===== config.mk =====
export PLATFORM = sky130hd
export DESIGN_NAME = fetch_stage
export DESIGN_NICKNAME = d
export VERILOG_FILES = /design/src/rtl/riscv_defs_pkg.sv /design/src/rtl/fetch_stage_if_id_reg.sv /design/src/rtl/fetch_stage.sv
export SDC_FILE = /design/constraint.sdc
export NUM_CORES = 1
export LEC_CHECK = 0
export CAP_MARGIN = 20
export CORE_UTILIZATION = 35
export CTS_BUF_LIST = sky130_fd_sc_hd__clkbuf_8
export DETAILED_ROUTE_END_ITERATION = 8
export DONT_BUFFER_PORTS = 1
export HOLD_SLACK_MARGIN = 0.06
export SYNTH_ARGS = -nofsm -noshare
export SYNTH_HDL_FRONTEND = slang
export SYNTH_SLANG_ARGS = --single-unit
export TNS_END_PERCENT = 5

===== constraint.sdc =====
create_clock -name clk -period 5.4 [get_ports clk]
set_clock_uncertainty 0.15 [all_clocks]
set_input_delay 1.62 -clock clk [delete_from_list [all_inputs] [get_ports clk]]
set_output_delay 1.62 -clock clk [all_outputs]
set_load 0.02 [all_outputs]

===== src/rtl/riscv_defs_pkg.sv =====
`default_nettype none
// ============================================================================
//  Module      : riscv_defs (package)
//  Description : Shared opcode constants, NOP encoding and fetch-state
//                encodings for the front end of the pipeline.
//  Revision    : 1.0 - initial release
// ============================================================================
package riscv_defs;

    // Major opcodes consumed by control_unit
    localparam logic [6:0] OP_RTYPE  = 7'b0110011;
    localparam logic [6:0] OP_LOAD   = 7'b0000011;
    localparam logic [6:0] OP_STORE  = 7'b0100011;
    localparam logic [6:0] OP_BRANCH = 7'b1100011;
    localparam logic [6:0] OP_IMM    = 7'b0010011;

    // Bubble encoding: all-zero decodes to the control_unit default (NOP)
    localparam logic [31:0] NOP_INSTR = 32'h0000_0000;

    // Fetch FSM encodings; 2'd3 is unused and recovers to FETCH
    localparam logic [1:0] c_st_fetch = 2'd0;
    localparam logic [1:0] c_st_wait  = 2'd1;
    localparam logic [1:0] c_st_hold  = 2'd2;

endpackage : riscv_defs
`default_nettype wire


===== src/rtl/fetch_stage_if_id_reg.sv =====
`default_nettype none
// ============================================================================
//  Module      : if_id_reg
//  Description : IF/ID pipeline register. Bubble has priority over load;
//                with neither asserted the register holds its contents.
//  Revision    : 1.0 - initial release
// ============================================================================
module if_id_reg
    import riscv_defs::*;
#(
    parameter int XLEN = 32
) (
    input  logic            clk,
    input  logic            rst,
    input  logic            i_load,
    input  logic            i_bubble,
    input  logic [XLEN-1:0] i_pc,
    input  logic [XLEN-1:0] i_instr,
    output logic            o_valid,
    output logic [XLEN-1:0] o_pc,
    output logic [XLEN-1:0] o_instr
);

    logic            r_valid;
    logic [XLEN-1:0] r_pc;
    logic [XLEN-1:0] r_instr;

    // Bubble / load / hold selection for the decode-facing register
    always_ff @(posedge clk or posedge rst) begin
        if (rst) begin
            r_valid <= 1'b0;
            r_pc    <= '0;
            r_instr <= XLEN'(NOP_INSTR);
        end else if (i_bubble) begin
            r_valid <= 1'b0;
            r_pc    <= '0;
            r_instr <= XLEN'(NOP_INSTR);
        end else if (i_load) begin
            r_valid <= 1'b1;
            r_pc    <= i_pc;
            r_instr <= i_instr;
        end
    end

    assign o_valid = r_valid;
    assign o_pc    = r_pc;
    assign o_instr = r_instr;

endmodule : if_id_reg
`default_nettype wire


===== src/rtl/fetch_stage.sv =====
`default_nettype none
// ============================================================================
//  Module      : fetch_stage
//  Description : Instruction fetch with a single-outstanding req/gnt/rvalid
//                memory handshake, stall hold buffer, branch redirect with
//                in-flight response dropping, and the IF/ID register.
//  Revision    : 1.0 - initial release
// ============================================================================
module fetch_stage
    import riscv_defs::*;
#(
    parameter int              XLEN     = 32,
    parameter logic [XLEN-1:0] RESET_PC = 32'h0000_0000
) (
    input  logic            clk,
    input  logic            rst,
    output logic            imem_req,
    output logic [XLEN-1:0] imem_addr,
    input  logic            imem_gnt,
    input  logic            imem_rvalid,
    input  logic [XLEN-1:0] imem_rdata,
    input  logic            stall,
    input  logic            redirect,
    input  logic [XLEN-1:0] redirect_pc,
    output logic            if_id_valid,
    output logic [XLEN-1:0] if_id_pc,
    output logic [XLEN-1:0] if_id_instr,
    output logic [6:0]      if_id_opcode
);

    logic [1:0]      r_state;
    logic [XLEN-1:0] r_pc;
    logic            r_drop;
    logic [XLEN-1:0] r_buf;

    logic            w_granted;
    logic            w_rsp_live;
    logic            w_load;
    logic            w_bubble;
    logic [XLEN-1:0] w_load_instr;
    logic [XLEN-1:0] w_redirect_tgt;
    logic [XLEN-1:0] w_pc_plus4;

    // Request only from FETCH, and never while reset is held
    assign imem_req  = (r_state == c_st_fetch) && !rst;
    assign imem_addr = r_pc;
    assign w_granted = imem_req && imem_gnt;

    // Targets are forced word aligned; the increment wraps naturally
    assign w_redirect_tgt = redirect_pc & ~XLEN'(3);
    assign w_pc_plus4     = r_pc + XLEN'(4);

    // A response that is not being dropped and arrives in WAIT
    assign w_rsp_live = (r_state == c_st_wait) && imem_rvalid && !r_drop;

    // Deliver to decode either straight from memory or from the hold buffer
    assign w_load       = !redirect && !stall &&
                          (w_rsp_live || (r_state == c_st_hold));
    assign w_load_instr = (r_state == c_st_hold) ? r_buf : imem_rdata;
    assign w_bubble     = redirect || (!stall && !w_load);

    // Fetch FSM, PC, drop flag and stall hold buffer
    always_ff @(posedge clk or posedge rst) begin
        if (rst) begin
            r_state <= c_st_fetch;
            r_pc    <= RESET_PC;
            r_drop  <= 1'b0;
            r_buf   <= '0;
        end else if (redirect) begin
            r_pc  <= w_redirect_tgt;
            r_buf <= '0;
            case (r_state)
                c_st_fetch: begin
                    // A request granted alongside the redirect is stale
                    r_state <= w_granted ? c_st_wait : c_st_fetch;
                    r_drop  <= w_granted;
                end
                c_st_wait: begin
                    // Response in the same cycle is consumed and dropped here
                    r_state <= imem_rvalid ? c_st_fetch : c_st_wait;
                    r_drop  <= !imem_rvalid;
                end
                default: begin
                    r_state <= c_st_fetch;
                    r_drop  <= 1'b0;
                end
            endcase
        end else begin
            case (r_state)
                c_st_fetch: begin
                    if (w_granted) begin
                        r_state <= c_st_wait;
                    end
                end
                c_st_wait: begin
                    if (imem_rvalid) begin
                        if (r_drop) begin
                            r_drop  <= 1'b0;
                            r_state <= c_st_fetch;
                        end else if (!stall) begin
                            r_pc    <= w_pc_plus4;
                            r_state <= c_st_fetch;
                        end else begin
                            r_buf   <= imem_rdata;
                            r_state <= c_st_hold;
                        end
                    end
                end
                c_st_hold: begin
                    if (!stall) begin
                        r_pc    <= w_pc_plus4;
                        r_state <= c_st_fetch;
                    end
                end
                default: begin
                    r_state <= c_st_fetch;
                    r_drop  <= 1'b0;
                end
            endcase
        end
    end

    if_id_reg #(
        .XLEN (XLEN)
    ) u_if_id_reg (
        .clk      (clk),
        .rst      (rst),
        .i_load   (w_load),
        .i_bubble (w_bubble),
        .i_pc     (r_pc),
        .i_instr  (w_load_instr),
        .o_valid  (if_id_valid),
        .o_pc     (if_id_pc),
        .o_instr  (if_id_instr)
    );

    assign if_id_opcode = if_id_instr[6:0];

endmodule : fetch_stage
`default_nettype wire


Word-level counts from Yosys, hierarchy flattened
Cells that the tools add are included.

storage, ports and cells
  register bits = 132
  bits in latches = 0
  bits in writable memories = 0
  bits in read-only memories = 0
  input bits = 70
  output and inout port bits = 105
  logic and storage cells = 73
  memories kept = 0

cells by class
  add/subtract/negate cells = 1
  $mul = 0
  divide/modulo/power cells = 0
  $lt $le $gt $ge = 0
  equal/unequal tests = 8
  shift-type cells = 0
  mux-type cells = 31
  bitwise gates (word level) = 0
  reductions and logical operators = 26

operator list
  operator                 number
  $mux W32                 14
  $pmux W32 S2             1
  $add A32 B3 Y32 const B  1
  $mux W2                  6
  $ne A3 B3 Y1 const B     4
  $reduce_bool A2 Y1       4
  $logic_and A1 B1 Y1      7
  $logic_not A1 Y1         6
  $mux W1                  6
  $pmux W1 S2              3
  $pmux W2 S3              1
  $reduce_and A3 Y1        2
  $reduce_and A4 Y1        1
  $reduce_bool A3 Y1       1
  $eq A2 B1 Y1 const B     1
  $eq A2 B2 Y1 const B     1
  $logic_not A2 Y1         1
  $logic_or A1 B1 Y1       2
  $ne A2 B1 Y1 const B     1
  $ne A2 B2 Y1 const B     1
  $reduce_and A2 Y1        1
  $reduce_or A2 Y1         1

Depth between registers and ports, before layout
  depth in word-level cells = 9
  depth in mapped cells = 7
  mapped depth without buffers = 6

Hierarchy
Synthesis repeated with hierarchy kept, for this count alone.

unflattened totals
  cell total of the unflattened synthesis = 559
  area total of the unflattened synthesis = 6,165.9 um^2

modules (own cells, without submodules)
  module       instances  cells each  area an instance (um^2)
  fetch_stage  1          349         3,525.9
  if_id_reg    1          210         2,640.0

Worst setup path before layout
OpenSTA, ideal clock, no wires.

  path kind = input port to output port
  start = input rst
  end = output imem_req
  arrival time = 2.075 ns
  required time = 3.630 ns
  setup slack = 1.555 ns
  cell stages on the path = 1
  buffers on the path = 0
  path through = nor3_1

between the ends
  longest elaborated chain between the ends = 2

ends and longest elaborated chain
  what                        line               RTL
  start, declared             fetch_stage.sv:16  input logic rst,
  $logic_not A1 Y1 (no line)  --
  $logic_and A1 B1 Y1         fetch_stage.sv:45  assign imem_req = (r_state == c_st_fetch) && !rst;
  end, declared               fetch_stage.sv:17  output logic imem_req,

No other way between the ends.

Final worst setup path
Same ends and word-level chain as after synthesis.

==> results.env <==
AREAGROWTHSYNTHTOFINISH_PCT=10.0
STATUS='finished clean'
POST-CTS-SETUP-BUFFERS=0
DETAILEDPLACE.WORSTSLACK_NS=1.36
POWER.LEAKAGE_nW=2.97
GRT_START_MAX_NET_PINS=90
GRT_ANTENNA_BEFORE_REPAIR=0
P_TOTAL_mW=2.07
NUM-NETS-FINAL=565
DIEHEIGHT_UM=129
SETUP.WORST_PATH.START_CLASS='input pin'
REPORT.FINAL.SETUP_VIOL=0
TIMING.FINAL.CRIT_SHARE=0.730
CORE_AREA_UM2=15400
DRT-TOTAL-WL_UM=14000
POWER.IR.VDD_WORST_V=0.000132
HTREE_NUM_LEVELS=4
CTS_HOLD_BUFFERS=0
HOLD_CLASS='reg2reg'
ANTENNA_LEFT=0
WORST_PIN_SLEW_NS=0.928
CLOCK_TREE_FROM_TRITONCTS='built'
SLEW_HEADROOM=0.380
PLACED_CELL_AREA_UM2=5770
WIRE_LENGTH_OF_THE_FIRST_GLOBAL_ROUTING_PASS_UM=21800
ANT_DIODES=0
CTS.CLK_SLEW.WORST_PATHS_NS=0.07
CTSROOTBUFFERMASTER='clkbuf_8'
DRIVE_ABOVE_1_SHARE=0.0830
GRT_PASS1_VIAS=4111
SETUP_SLACK_NS=1.46
GRT.OVERFLOW.TOTAL=0
CTSRESIZECOUNT=0
POWER_PER_CELL_AREA_nW_PER_UM2=334
CRIT_ARRIVAL_NS=2.17
WORST-SETUP-PATH-TYPE='in2out'
WORST-PATH-BUF-INV=0
CTS.SINK_COUNT=129
NUMBER_OF_BUFFERS_CREATED_BY_CTS=17
START_UTIL=0.365
FP-ROW-COUNT=45
YOSYSWARNINGS=0
DIE_AREA_UM2=16600
POSTLAYOUTCELLAREA_UM2=6190
TIMING.FINAL.MAX_SLEW_VIOLATIONS=0
FLOORPLAN.DIE.WIDTH_UM=129
MAX_CAP_VIOL_COUNT=0
NUMBER_OF_BUFFER_CELLS_ADDED_ON_PRIMARY_PORTS=0
DETAIL_ROUTE.ITER0.VIOLATIONS=199
IOPINCOUNT=175
CLOCK.FMAX_GHz=0.254
TRACK_USAGE=0.172
DETAILEDROUTE.FIRSTPASSITERATIONCOUNT=4
SYNTH_AREA_UM2=5630
YOSYS_REGISTER_BITS=129
SYNTH_AREA_PER_CELL_UM2=11.1
PERIOD_MINUS_SLACK_NS=3.94
CRITPATHTOPFAMILY='simple AND/OR/NAND/NOR gates'
TIMING.CRITICAL_PATH.CELLS='nor3_1'
WORSTSKEWPAIRLATENCY_NS=0.45
SYNTHESIZED_INSTANCE_COUNT=509
ROUTED-VIA-COUNT=3971
CPMAXSTAGEDELAYCELL='nor3_1'
POST-ROUTE-DRC-COUNT=0
YOSYS.CELL_TYPES.COUNT=37
GP_CONGESTION=0.727
ROUTED_WIRE_LENGTH_PER_INSTANCE_UM=19.5
GRT_SETUP_UNREPAIRED='false'
DOMINANTREGCELLSYNTH='dfrtp_1'
SYNTH_EDF_COUNT=0
CRITICAL-PATH-MAX-STAGE-DELAY_NS=0.55
DPL.HPWL_UM=9130
SYNTH_SEQUENTIAL_AREA_RATIO=0.574
HOLD_VIOLATIONS=0
MAX-CLOCK-PATH-BUFFERS=2
DETAIL_ROUTE.VIAS_PER_CELL=5.54
WORST_HOLD_SLACK_NS=0.356
ASYNCSETRESETFLOPFRACSYNTH=1.00
REQUIRED_NS=3.63
FINALSETUPTNS_NS=0
WORSTSETUPENDPOINTTYPE='primary output'
CRIT_PATH_MAX_FANOUT=3
synthesized netlist by cell type (3+ instances only):
cell        n  area (um^2)
or4_1       3         22.5
and2_1      3         18.8
a31oi_1     4         25.0
clkbuf_1   25         93.8
o21ai_0    62          310
xnor2_1     4         35.0
buf_2       5         25.0
a21oi_1     3         15.0
mux2i_1    33          330
xor2_1     20          175
and3_1      7         43.8
nand3_1     7         35.0
a22o_1     60          526
nand2_1    73          274
dfrtp_1   129         3230
nor2_1     12         45.0
buf_4      10         75.1
inv_1       5         18.8
nand4_1    19          119
path summary, 6_finish.rpt:
kind | depth (start not counted) | from | end | slack [ns]
min in group asynchronous | 1 | rst | u_if_id_reg.o_instr[16]$_DFFE_PP0P_ | 1.05
worst min-delay path | 1 | r_buf[8]$_DFFE_PP0P_ | r_buf[8]$_DFFE_PP0P_ | 0.36
worst max register to register | 6 | r_state[1]$_DFFE_PP0P_ | imem_addr[30]$_DFFE_PP0P_ | 2.78
max in group asynchronous | 2 | rst | imem_addr[27]$_DFFE_PP0P_ | 3.01
worst max-delay path | 1 | rst | imem_req | 1.46
worst min register to register | 1 | r_buf[8]$_DFFE_PP0P_ | r_buf[8]$_DFFE_PP0P_ | 0.36
kinds of logic (layout without fill, tap and decap cells):
family	after synthesis	after routing	share of synthesized area
multiplexers	33	33	0.0587
AND/OR/NAND/NOR	138	138	0.120
adder cells (fa/ha/maj)	1	1	0.00222
flip-flops	129	129	0.574
other	1	2	0.000666
AO/OA/AOI/OAI	135	135	0.166
XOR/XNOR	24	24	0.0374
buffers and inverters	48	44	0.0411
sequential cells by signal, indices dropped and copies added (netlist names):
signal,flops
r_buf,32
u_if_id_reg.o_instr,32
u_if_id_reg.o_pc,31
imem_addr,30
r_state,2
r_drop,1
u_if_id_reg.o_valid,1
placed cells by master (no fill, tap or decap), drive strengths merged, types with 7 or more instances in the layout:
cell    Yosys  layout
nand4      20      20
a22o       60      60
xor2       20      20
mux2i      33      33
dfrtp     129     129
o21ai      62      62
inv         5      11
buf        18       8
and3        7       7
nand2      73      73
nor2       12      12
clkbuf     25      19
nand3       7       7
where the power goes:
part	internal, mW	switching (mW)	total, mW
Combinational	0.0489	0.0805	0.129
Clock	0.466	0.366	0.831
Sequential	1.01	0.101	1.11
Total	1.52	0.547	2.07
through the flow:
stage,utilization,cells
after floorplan,-,510
final,0.401,717
after CTS,0.400,716
after global placement,0.373,684
after global routing,0.401,717
after detailed placement,0.374,685
final cells by class:
type / instances / area, um^2
Multi-Input combinational cell: 333 / 2190
Sequential cell: 129 / 3230
Tap cell: 211 / 264
Clock inverter: 12 / 128
Clock buffer: 19 / 262
Inverter: 5 / 23.8
Timing Repair Buffer: 8 / 100
Fill cell: 1532 / 9240
per-layer routing:
| layer | track usage | routed length (um) | vias to the layer above |
|---|---|---|---|
| met2 | 0.272 | 6390 | 181 |
| li1 | - | - | 1787 |
| met1 | 0.203 | 6010 | 1990 |
| met5 | 0 | 0 | - |
| met3 | 0.0865 | 1450 | 13 |
| met4 | 0.0533 | 150 | 0 |
worst register-to-register path, stage by stage, from the launching register on:
cell,delay [ns]
dfrtp_1,0.44
nand4bb_1,0.48
a21oi_1,0.27
buf_4,0.22
nand4_1,0.25
or4_1,0.57
a31oi_1,0.17
Note: power is estimated with default switching activity, not from simulation.
